## src/rtl/icache_pkg.sv

```systemverilog
// icache_pkg: shared geometry, tag-entry bit positions, controller state
// encoding and a line word-select helper for the instruction-cache controller.
package icache_pkg;

  localparam int SETS        = 128;
  localparam int INDEX_W     = 7;
  localparam int TAG_W       = 21;
  localparam int LINE_W      = 128;
  localparam int MEM_W       = 64;
  localparam int TAG_ENTRY_W = 23;

  // Tag entry layout: {dirty, valid, tag[20:0]}
  localparam int DIRTY_BIT = 22;
  localparam int VALID_BIT = 21;

  typedef enum logic [2:0] {
    INIT,
    IDLE,
    LOOKUP,
    MISS_REQ,
    REFILL,
    FILL
  } state_t;

  // Pick one 32-bit word out of a cache line (sel = addr[3:2]).
  function automatic logic [31:0] line_word(input logic [LINE_W-1:0] line,
                                            input logic [1:0] sel);
    return line[32*sel +: 32];
  endfunction

endpackage

```

## src/rtl/icache_if.sv

```systemverilog
// icache_if: all bus signals around the cache controller.
//   CPU side    : req_valid/req_ready/req_addr, resp_valid/resp_data
//   Tag RAMs    : tag_en, tag_we[1:0], tag_addr, tag_wdata, tag_q0/tag_q1
//   Data RAM    : data_cen_n, data_wen_n, data_addr, data_wsel,
//                 data_bwen_n, data_wdata, data_q0/data_q1 (active-low controls)
//   Memory side : mem_req_valid/ready/addr, mem_resp_valid/data
// modport master = controller view, modport slave = environment view.
interface icache_if;
  import icache_pkg::*;

  logic                   req_valid;
  logic                   req_ready;
  logic [31:0]            req_addr;
  logic                   resp_valid;
  logic [31:0]            resp_data;

  logic                   tag_en;
  logic [1:0]             tag_we;
  logic [INDEX_W-1:0]     tag_addr;
  logic [TAG_W-1:0]       tag_wdata;
  logic [TAG_ENTRY_W-1:0] tag_q0;
  logic [TAG_ENTRY_W-1:0] tag_q1;

  logic                   data_cen_n;
  logic                   data_wen_n;
  logic [INDEX_W-1:0]     data_addr;
  logic                   data_wsel;
  logic [LINE_W-1:0]      data_bwen_n;
  logic [LINE_W-1:0]      data_wdata;
  logic [LINE_W-1:0]      data_q0;
  logic [LINE_W-1:0]      data_q1;

  logic                   mem_req_valid;
  logic                   mem_req_ready;
  logic [31:0]            mem_req_addr;
  logic                   mem_resp_valid;
  logic [MEM_W-1:0]       mem_resp_data;

  modport master (
    input  req_valid, req_addr, tag_q0, tag_q1, data_q0, data_q1,
           mem_req_ready, mem_resp_valid, mem_resp_data,
    output req_ready, resp_valid, resp_data,
           tag_en, tag_we, tag_addr, tag_wdata,
           data_cen_n, data_wen_n, data_addr, data_wsel, data_bwen_n, data_wdata,
           mem_req_valid, mem_req_addr
  );

  modport slave (
    output req_valid, req_addr, tag_q0, tag_q1, data_q0, data_q1,
           mem_req_ready, mem_resp_valid, mem_resp_data,
    input  req_ready, resp_valid, resp_data,
           tag_en, tag_we, tag_addr, tag_wdata,
           data_cen_n, data_wen_n, data_addr, data_wsel, data_bwen_n, data_wdata,
           mem_req_valid, mem_req_addr
  );

endinterface

```

## src/rtl/icache_refill_buf.sv

```systemverilog
// icache_refill_buf: assembles a 128-bit line from a 2-beat 64-bit burst.
//   clk, rst   : clock, synchronous active-high reset
//   start      : burst request handshake, rewinds the beat counter
//   beat_valid : a beat is present on beat_data this cycle
//   beat_data  : 64-bit beat (beat0 -> line[63:0], beat1 -> line[127:64])
//   done       : the beat being captured this cycle is the last one
//   line       : assembled line, complete the cycle after done
module icache_refill_buf
  import icache_pkg::*;
(
  input  logic              clk,
  input  logic              rst,
  input  logic              start,
  input  logic              beat_valid,
  input  logic [MEM_W-1:0]  beat_data,
  output logic              done,
  output logic [LINE_W-1:0] line
);

  logic beat_cnt;

  always_ff @(posedge clk) begin
    if (rst) begin
      beat_cnt <= 1'b0;
      line     <= '0;
    end else if (start) begin
      beat_cnt <= 1'b0;
    end else if (beat_valid) begin
      if (beat_cnt) line[127:64] <= beat_data;
      else          line[63:0]   <= beat_data;
      beat_cnt <= ~beat_cnt;
    end
  end

  assign done = beat_valid && beat_cnt;

endmodule

```

## src/rtl/icache_ctrl.sv

```systemverilog
// icache_ctrl: two-way set-associative read-only instruction-cache controller.
//   clk, rst : clock, synchronous active-high reset
//   bus      : icache_if.master -- CPU request/response, tag RAMs, data RAM,
//              memory burst-read port
// After reset the tag RAMs are swept invalid (INIT), then each fetch is looked
// up; a miss picks a victim, refills the line with a 2-beat burst and writes it.
module icache_ctrl
  import icache_pkg::*;
(
  input  logic     clk,
  input  logic     rst,
  icache_if.master bus
);

  state_t             state, next_state;
  logic [INDEX_W-1:0] init_cnt;
  logic               rr;
  logic [31:2]        addr_q;
  logic               victim_q;
  logic               resp_valid_q;
  logic [31:0]        resp_data_q;

  logic               hit0, hit1;
  logic               victim_sel;
  logic               buf_start, buf_beat, buf_done;
  logic [LINE_W-1:0]  line;

  assign hit0 = bus.tag_q0[VALID_BIT] && (bus.tag_q0[TAG_W-1:0] == addr_q[31:11]);
  assign hit1 = bus.tag_q1[VALID_BIT] && (bus.tag_q1[TAG_W-1:0] == addr_q[31:11]);

  // Fill an invalid way first; only when both are live does round-robin decide.
  assign victim_sel = !bus.tag_q0[VALID_BIT] ? 1'b0 :
                      !bus.tag_q1[VALID_BIT] ? 1'b1 : rr;

  assign buf_start = (state == MISS_REQ) && bus.mem_req_ready;
  assign buf_beat  = (state == REFILL) && bus.mem_resp_valid;

  icache_refill_buf u_refill_buf (
    .clk        (clk),
    .rst        (rst),
    .start      (buf_start),
    .beat_valid (buf_beat),
    .beat_data  (bus.mem_resp_data),
    .done       (buf_done),
    .line       (line)
  );

  always_ff @(posedge clk) begin
    if (rst) begin
      state        <= INIT;
      init_cnt     <= '0;
      rr           <= 1'b0;
      addr_q       <= '0;
      victim_q     <= 1'b0;
      resp_valid_q <= 1'b0;
      resp_data_q  <= '0;
    end else begin
      state        <= next_state;
      resp_valid_q <= 1'b0;
      if (state == INIT) init_cnt <= init_cnt + 7'd1;
      if (state == IDLE && bus.req_valid) addr_q <= bus.req_addr[31:2];
      if (state == LOOKUP) begin
        if (hit0) begin
          resp_valid_q <= 1'b1;
          resp_data_q  <= line_word(bus.data_q0, addr_q[3:2]);
        end else if (hit1) begin
          resp_valid_q <= 1'b1;
          resp_data_q  <= line_word(bus.data_q1, addr_q[3:2]);
        end else begin
          victim_q <= victim_sel;
          if (bus.tag_q0[VALID_BIT] && bus.tag_q1[VALID_BIT]) rr <= ~rr;
        end
      end
      if (state == FILL) begin
        resp_valid_q <= 1'b1;
        resp_data_q  <= line_word(line, addr_q[3:2]);
      end
    end
  end

  // IDLE drives the RAM index straight from req_addr so the read data is
  // ready in LOOKUP; every other state uses the latched address.
  always_comb begin
    next_state        = state;
    bus.req_ready     = 1'b0;
    bus.tag_en        = 1'b0;
    bus.tag_we        = 2'b00;
    bus.tag_addr      = addr_q[10:4];
    bus.tag_wdata     = addr_q[31:11];
    bus.data_cen_n    = 1'b1;
    bus.data_wen_n    = 1'b1;
    bus.data_addr     = addr_q[10:4];
    bus.data_wsel     = victim_q;
    bus.data_wdata    = line;
    bus.mem_req_valid = 1'b0;
    bus.mem_req_addr  = {addr_q[31:4], 4'b0000};
    case (state)
      INIT: begin
        bus.tag_en    = 1'b1;
        bus.tag_we    = 2'b11;
        bus.tag_addr  = init_cnt;
        bus.tag_wdata = '0;
        if (init_cnt == 7'(SETS - 1)) next_state = IDLE;
      end
      IDLE: begin
        bus.req_ready = 1'b1;
        if (bus.req_valid) begin
          bus.tag_en     = 1'b1;
          bus.data_cen_n = 1'b0;
          bus.tag_addr   = bus.req_addr[10:4];
          bus.data_addr  = bus.req_addr[10:4];
          next_state     = LOOKUP;
        end
      end
      LOOKUP: next_state = (hit0 || hit1) ? IDLE : MISS_REQ;
      MISS_REQ: begin
        bus.mem_req_valid = 1'b1;
        if (bus.mem_req_ready) next_state = REFILL;
      end
      REFILL: if (buf_done) next_state = FILL;
      FILL: begin
        bus.data_cen_n = 1'b0;
        bus.data_wen_n = 1'b0;
        bus.tag_en     = 1'b1;
        bus.tag_we     = victim_q ? 2'b10 : 2'b01;
        next_state     = IDLE;
      end
      default: next_state = INIT;
    endcase
    // Nothing is written or requested while reset is asserted.
    if (rst) begin
      bus.req_ready     = 1'b0;
      bus.tag_en        = 1'b0;
      bus.tag_we        = 2'b00;
      bus.data_cen_n    = 1'b1;
      bus.data_wen_n    = 1'b1;
      bus.mem_req_valid = 1'b0;
    end
  end

  assign bus.data_bwen_n = '0;
  assign bus.resp_valid  = resp_valid_q;
  assign bus.resp_data   = resp_data_q;

  // A line is only ever installed once, so two ways can never both hit.
  a_single_hit : assert property (@(posedge clk) disable iff (rst)
    !(state == LOOKUP && hit0 && hit1));

  // Read-only cache: no entry may ever come back dirty.
  a_never_dirty : assert property (@(posedge clk) disable iff (rst)
    (state == LOOKUP) |-> !(bus.tag_q0[DIRTY_BIT] || bus.tag_q1[DIRTY_BIT]));

endmodule
```

## src/flat_wrapper.sv

```systemverilog
// flat-port wrapper written by rule: the top's interface ports become plain ports
module icache_ctrl_flat import icache_pkg::*;
  (clk, rst, bus_req_valid, bus_req_addr, bus_tag_q0, bus_tag_q1, bus_data_q0, bus_data_q1, bus_mem_req_ready, bus_mem_resp_valid, bus_mem_resp_data, bus_req_ready, bus_resp_valid, bus_resp_data, bus_tag_en, bus_tag_we, bus_tag_addr, bus_tag_wdata, bus_data_cen_n, bus_data_wen_n, bus_data_addr, bus_data_wsel, bus_data_bwen_n, bus_data_wdata, bus_mem_req_valid, bus_mem_req_addr);
  icache_if bus_i ();
  input  logic clk;
  input  logic rst;
  input wire logic [$bits(bus_i.req_valid)-1:0] bus_req_valid;
  input wire logic [$bits(bus_i.req_addr)-1:0] bus_req_addr;
  input wire logic [$bits(bus_i.tag_q0)-1:0] bus_tag_q0;
  input wire logic [$bits(bus_i.tag_q1)-1:0] bus_tag_q1;
  input wire logic [$bits(bus_i.data_q0)-1:0] bus_data_q0;
  input wire logic [$bits(bus_i.data_q1)-1:0] bus_data_q1;
  input wire logic [$bits(bus_i.mem_req_ready)-1:0] bus_mem_req_ready;
  input wire logic [$bits(bus_i.mem_resp_valid)-1:0] bus_mem_resp_valid;
  input wire logic [$bits(bus_i.mem_resp_data)-1:0] bus_mem_resp_data;
  output wire logic [$bits(bus_i.req_ready)-1:0] bus_req_ready;
  output wire logic [$bits(bus_i.resp_valid)-1:0] bus_resp_valid;
  output wire logic [$bits(bus_i.resp_data)-1:0] bus_resp_data;
  output wire logic [$bits(bus_i.tag_en)-1:0] bus_tag_en;
  output wire logic [$bits(bus_i.tag_we)-1:0] bus_tag_we;
  output wire logic [$bits(bus_i.tag_addr)-1:0] bus_tag_addr;
  output wire logic [$bits(bus_i.tag_wdata)-1:0] bus_tag_wdata;
  output wire logic [$bits(bus_i.data_cen_n)-1:0] bus_data_cen_n;
  output wire logic [$bits(bus_i.data_wen_n)-1:0] bus_data_wen_n;
  output wire logic [$bits(bus_i.data_addr)-1:0] bus_data_addr;
  output wire logic [$bits(bus_i.data_wsel)-1:0] bus_data_wsel;
  output wire logic [$bits(bus_i.data_bwen_n)-1:0] bus_data_bwen_n;
  output wire logic [$bits(bus_i.data_wdata)-1:0] bus_data_wdata;
  output wire logic [$bits(bus_i.mem_req_valid)-1:0] bus_mem_req_valid;
  output wire logic [$bits(bus_i.mem_req_addr)-1:0] bus_mem_req_addr;
  assign bus_i.req_valid = bus_req_valid;
  assign bus_i.req_addr = bus_req_addr;
  assign bus_i.tag_q0 = bus_tag_q0;
  assign bus_i.tag_q1 = bus_tag_q1;
  assign bus_i.data_q0 = bus_data_q0;
  assign bus_i.data_q1 = bus_data_q1;
  assign bus_i.mem_req_ready = bus_mem_req_ready;
  assign bus_i.mem_resp_valid = bus_mem_resp_valid;
  assign bus_i.mem_resp_data = bus_mem_resp_data;
  assign bus_req_ready = bus_i.req_ready;
  assign bus_resp_valid = bus_i.resp_valid;
  assign bus_resp_data = bus_i.resp_data;
  assign bus_tag_en = bus_i.tag_en;
  assign bus_tag_we = bus_i.tag_we;
  assign bus_tag_addr = bus_i.tag_addr;
  assign bus_tag_wdata = bus_i.tag_wdata;
  assign bus_data_cen_n = bus_i.data_cen_n;
  assign bus_data_wen_n = bus_i.data_wen_n;
  assign bus_data_addr = bus_i.data_addr;
  assign bus_data_wsel = bus_i.data_wsel;
  assign bus_data_bwen_n = bus_i.data_bwen_n;
  assign bus_data_wdata = bus_i.data_wdata;
  assign bus_mem_req_valid = bus_i.mem_req_valid;
  assign bus_mem_req_addr = bus_i.mem_req_addr;
  icache_ctrl u_core (.clk(clk), .rst(rst), .bus(bus_i));
endmodule
```

## config.mk

```make
export PLATFORM = sky130hd
export DESIGN_NAME = icache_ctrl_flat
export DESIGN_NICKNAME = d
export VERILOG_FILES = /design/src/rtl/icache_pkg.sv /design/src/rtl/icache_if.sv /design/src/rtl/icache_refill_buf.sv /design/src/rtl/icache_ctrl.sv /design/src/flat_wrapper.sv
export SDC_FILE = /design/constraint.sdc
export NUM_CORES = 1
export LEC_CHECK = 0
export CAP_MARGIN = 30
export CORE_AREA = 2 2 297 299
export CTS_CLUSTER_DIAMETER = 30
export DETAILED_ROUTE_END_ITERATION = 7
export DIE_AREA = 0 0 299 301
export HOLD_SLACK_MARGIN = 0.03
export PLACE_DENSITY = 0.37
export SYNTH_ARGS = -nofsm -noshare
export SYNTH_HDL_FRONTEND = slang
export SYNTH_HIERARCHICAL = 1
export SYNTH_SLANG_ARGS = --single-unit
```

## constraint.sdc

```tcl
create_clock -name clk -period 5.8 [get_ports clk]
set_clock_uncertainty 0.1 [all_clocks]
set_input_delay 0.87 -clock clk [delete_from_list [all_inputs] [get_ports clk]]
set_output_delay 0.87 -clock clk [all_outputs]
set_load 0.01 [all_outputs]
```

==> flow_summary.ini, run 1 <==
[outcome]
status = complete, no violations

[global_routing]
antenna_found_initial = 12
grt_max_degree = 101
grt_usage = 0.170
grt_pass1_vias = 15200
grt_overflow = 0
grt_pass1_wl_mm = 111

[final_layout]
multiInputGateArea_um2 = 8130
nets = 2674
instances_no_fill = 3495
drive_above_1_share = 0.0789
regArea_um2 = 4080
fillers = 9421
areaGrowthSynthToFinish_pct = 69.0

[timing]
finalSetupViolCount = 0
slew_headroom = 0.297
period_share = 0.675
finalCriticalPeriod_ns = 3.92
rsz0062_at_grt = no
hold_viol = 0
tns_ns = 0
fmax_mhz = 255
slew_viol_final = 0
setup_slack_ns = 1.88
worst_slew_pin_slew_ns = 1.05

[floorplan]
die_w_um = 299
ios = 767
die_area_um2 = 90000
core_area_um2 = 86500
rows = 108
start_util = 0.157
fp.dieH_um = 301

[placement]
place_congestion = 0.825
pre_cts_ws_ns = 1.31
port-buffer-count = 630
place_inst = 3344
place_hpwl_mm = 57.7

[logic_synthesis]
synth_edf_count = 0
avgSynthCellArea_um2 = 7.92
synthAdderAreaFrac = 0.000921
syn-cell-area_um2 = 13600
synth_top_family_by_area = compound AO/OA/AOI/OAI gates
synth.most_common_cell = dfxtp_1
synth.yosys.seq_area_share = 0.301
synth-xor-area-share = 0.0316
synth-compound-area-share = 0.243
synth.top_cell.area_share = 0.301
yosysWarningCount = 6
synth.largest_area_cell = dfxtp_1
netlist-cell-type-count = 51
ys_ff_latch = 204
synth_area_leaders = dfxtp_1 30%, mux2i_1 9.5%, buf_4 9.4%
ys.flop_type = dfxtp_1
synthMuxAreaShare = 0.0951
synthCells = 1714
ys_top_cells_by_count = 204 x dfxtp_1, 195 x nand2b_1, 193 x o21ai_0
synth-simple-area-share = 0.186
async_reset_ff_frac = 0

[routing]
drc = 0
dr_total_vias = 14800
ant_nets = 0
drt_iter0_drc = 932
first_pass_iters = 5
drt-vias-per-instance = 4.25
finalWirelength_mm = 80.2
wl_per_cell_um = 23.0

[critical_path]
slowest_delay_ns = 0.69
start_kind = flip-flop
path_class = reg -> out
critPathArrivalTime_ns = 2.95
crit_path_max_fanout = 42
crit_chain = nand3_4 -> a21o_1 -> o21ai_0 -> clkdlybuf4s50_1
worstSetupEndpointType = output port
slowest_stage = dfxtp_1
worstPathRequired_ns = 4.83

[pwr]
vdd.ir_drop.worst_mv = 0.177
power.total_mw = 6.00
pwr_density_cell_nw_per_um2 = 261
leakagePower_nw = 8.43

[cts]
insertion_delay_ns = 0.61
cts-htree-levels = 3
cts-hold-fix-buffers = 0
clock_sinks = 204
cts_buffer_depth = 3
cts_tree = built
cts-root-buf = clkbuf_16
postCtsSetupBuffers = 0
numCtsBuffers = 79
cts_resized = 0
clk_pin_slew_worst_paths_ns = 0.04

[hold_path]
hp-class = reg -> reg

[job]
max_cap_viol_count = 0
==> cell usage in the layout, fill, tap and decap left out, types with 32 or more instances in the layout <==
cell type	count
a2bb2oi_1	32
conb_1	132
clkdlybuf4s50_1	629
clkbuf_16	80
o21ai_0	193
nand2_1	64
nand3_1	35
xor2_1	43
a31oi_1	128
mux2i_1	129
dfxtp_1	204
nand2b_1	195
nor2_1	111
a21oi_1	90
==> layout make-up <==
type / instances / area share
tap: 1155 / 0.0630
clock inverter: 16 / 0.00747
inverter: 4 / 0.000654
sequential: 204 / 0.178
multi-input combinational: 1321 / 0.354
antenna: 8 / 0.000872
timing repair buffer: 660 / 0.287
clock buffer: 127 / 0.108
==> metrics by stage <==
stage | hold slack (ns) | cell area, µm² | utilization
2_1_floorplan | 0.366 | 14100 | -
3_3_place_gp | 0.377 | 20300 | 0.234
3_5_place_dp | 0.376 | 20300 | 0.234
4_1_cts | 0.389 | 22900 | 0.265
5_1_grt | 0.410 | 23000 | 0.265
6_report | 0.386 | 23000 | 0.265
==> power by group <==
group          switching (mW)  total [mW]  internal [mW]
combinational           0.177       0.479          0.301
sequential            0.00274        1.41           1.41
clock                    1.17        4.10           2.93
==> flip-flops by register name, summed over array words and instances, names as in the netlist <==
signal / cells
u_core/rr: 1
u_core/u_refill_buf/line: 128
u_core/addr_q: 30
u_core/u_refill_buf/beat_cnt: 1
u_core/bus.resp_valid: 1
u_core/state: 3
u_core/bus.data_wsel: 1
u_core/bus.resp_data: 32
u_core/init_cnt: 7
==> worst max-delay path, delay by kind of cell, from the launching register on <==
family          cells  cell delay (ns)
flops               1             0.69
simple gates        1             0.60
compound gates      2             0.45
buf+inv             1             0.61
==> kinds of logic after synthesis <==
| kind of cell | count (synthesis) |
|---|---|
| flops | 204 |
| other cells | 1 |
| mux | 129 |
| simple gates | 479 |
| buf+inv | 320 |
| fa+ha+maj | 1 |
| compound gates | 531 |
| xor+xnor | 49 |
==> path summary, 6_finish.rpt <==
check	start	to	depth (start not counted)	slack (ns)
min	u_core/u_refill_buf/line[38]	u_core/u_refill_buf/line[38]	2	0.39
max reg2reg	u_core/addr_q[31]	u_core/bus.resp_data[22]	10	2.09
min reg2reg	u_core/u_refill_buf/line[38]	u_core/u_refill_buf/line[38]	2	0.39
max	u_core/state[2]	bus_tag_en	4	1.88
==> routing by layer <==
metal,up-vias,GRT usage,share of wire,wire length (µm)
li1,6917,-,-,-
met1,7191,0.210,0.42,34000
met2,600,0.283,0.48,38800
met3,123,0.0473,0.067,5400
met4,8,0.0575,0.025,2010
met5,-,0,0.00056,45
Note: power is estimated with default switching activity, not from simulation.
==> run 2, diff against run 1 <==
--- a/config.mk
+++ b/config.mk
@@ -6,12 +6,12 @@
 export NUM_CORES = 1
 export LEC_CHECK = 0
 export CAP_MARGIN = 30
-export CORE_AREA = 2 2 297 299
+export CORE_AREA = 2 2 299 301
 export CTS_CLUSTER_DIAMETER = 30
 export DETAILED_ROUTE_END_ITERATION = 7
-export DIE_AREA = 0 0 299 301
+export DIE_AREA = 0 0 301 303
 export HOLD_SLACK_MARGIN = 0.03
-export PLACE_DENSITY = 0.37
+export PLACE_DENSITY = 0.36
 export SYNTH_ARGS = -nofsm -noshare
 export SYNTH_HDL_FRONTEND = slang
 export SYNTH_HIERARCHICAL = 1
==> constraint.sdc (replaced) <==
create_clock -name clk -period 3.7 [get_ports clk]
set_clock_uncertainty 0.1 [all_clocks]
set_input_delay 0.555 -clock clk [delete_from_list [all_inputs] [get_ports clk]]
set_output_delay 0.555 -clock clk [all_outputs]
set_load 0.01 [all_outputs]
==> run 2 against run 1 <==
Compared with the run above:
- highest routed layer unchanged
- combinational power is 60% higher
- sequential cell count stayed put
- register-to-register slack worse by 1.6 ns
- sequential share of layout area is 0.45 points lower
- largest power group unchanged
==> flow_summary.ini, run 2 (same netlist as run 1, synthesis figures left out) <==
[final_layout]
largest_register = u_core/u_refill_buf/line
largest_register_ffs = 128
nets = 2725
drive_above_1_share = 0.0983
mostFrequentLayoutCell = clkdlybuf4s50_1
areaGrowthSynthToFinish_pct = 73.4
final_cell_area_um2 = 23500
fillers = 9519
layout_common_cells = 629 x clkdlybuf4s50_1, 204 x dfxtp_1, 195 x nand2b_1
post-route-util = 0.268

[critical_path]
worstPathRequired_ns = 3.04
worstSetupEndpointType = output port
crit_path_max_fanout = 10
critPathArrivalTime_ns = 2.85
rr_worst_depth = 10
start_kind = flip-flop
path_class = reg -> out

[pwr]
pwr_density_cell_nw_per_um2 = 403
vdd.ir_drop.worst_mv = 0.261
power.total_mw = 9.48
leakagePower_nw = 8.76

[cts]
cts_resized = 0
clock_sinks = 204
clk_pin_slew_worst_paths_ns = 0.04
postCtsSetupBuffers = 0
insertion_delay_ns = 0.58
numCtsBuffers = 78
cts-htree-levels = 3
cts_buffer_depth = 3
cts-root-buf = clkbuf_16
cts-hold-fix-buffers = 0
cts_tree = built

[outcome]
status = complete, no violations

[global_routing]
antenna_found_initial = 14
grt_pass1_wl_mm = 112
grt_overflow = 0
grt_usage = 0.169
grt_max_degree = 163
grt_pass1_vias = 15100

[timing]
setup_slack_ns = 0.196
worst_slew_pin_slew_ns = 1.05
rsz0062_at_grt = no
hold_viol = 0
finalSetupViolCount = 0
period_share = 0.947
slew_viol_final = 0
fmax_mhz = 285
finalCriticalPeriod_ns = 3.50
slew_headroom = 0.290
tns_ns = 0

[floorplan]
die_area_um2 = 91200
die_w_um = 301
core_area_um2 = 88000
rows = 109
fp.dieH_um = 303
start_util = 0.154
ios = 767

[routing]
wl_per_cell_um = 23.0
drt_iter0_drc = 885
drc = 0
ant_nets = 0
drt-vias-per-instance = 4.25
first_pass_iters = 6
finalWirelength_mm = 81.6
dr_total_vias = 15100

[placement]
post_dp_cell_area_um2 = 20900
pre_cts_ws_ns = -0.0888
port-buffer-count = 630
place_hpwl_mm = 61.2
place_congestion = 0.873

[job]
max_cap_viol_count = 0

[hold_path]
whs_path_depth = 2
hp-class = in -> reg
run 2: cell types whose count changed in the layout (fill, tap and decap cells not counted), sizes merged:
cell    change
clkinv      +6
bufinv      +7
clkbuf     -16
buf        +52
inv         -1
diode       -5
run 2: metrics by stage:
step                hold WS (ns)  instances
finish                     0.330       3548
global route               0.321       3548
CTS                        0.276       3545
detailed placement         0.384       3406
global placement           0.376       3404
floorplan                  0.366       1845
run 2: path summary, 6_finish.rpt:
check / slack [ns] / endpoint / start
hold reg to reg: 0.39 / u_core/u_refill_buf/line[70] / u_core/u_refill_buf/line[70]
hold / removal: 0.33 / u_core/addr_q[8] / rst
setup reg to reg: 0.50 / u_core/bus.resp_data[23] / u_core/addr_q[27]
setup / recovery: 0.20 / bus_tag_en / u_core/state[0]
run 2: cell type report:
type / instances / area [µm²] / share of cell area
Tap cell: 1165 / 1460 / 0.0619
Antenna cell: 3 / 7.51 / 0.000319
Sequential cell: 204 / 4080 / 0.173
Multi-Input combinational cell: 1321 / 8140 / 0.345
Inverter: 4 / 15.0 / 0.000638
Clock inverter: 28 / 378 / 0.0160
Timing Repair Buffer: 712 / 7220 / 0.306
Clock buffer: 111 / 2260 / 0.0958
run 2: metal layers:
| metal | routed length (µm) | vias to the layer above | GRT usage |
|---|---|---|---|
| met1 | 33900 | 7295 | 0.205 |
| met5 | 92 | - | 0 |
| li1 | - | 7015 | - |
| met2 | 40400 | 652 | 0.293 |
| met3 | 5710 | 107 | 0.0440 |
| met4 | 1560 | 14 | 0.0537 |
run 2: worst max-delay path, cell delays in order, from the launching register on:
cell and delay [ns]:
dfxtp_1 0.55, inv_1 0.21, or3_1 0.61, a21o_1 0.24, o21ai_0 0.07, clkdlybuf4s50_1 0.58
run 2: report_power, final:
group          switching (mW)  internal (mW)
combinational           0.286          0.479
sequential            0.00510           2.21
clock                    1.79           4.71
total                    2.08           7.40
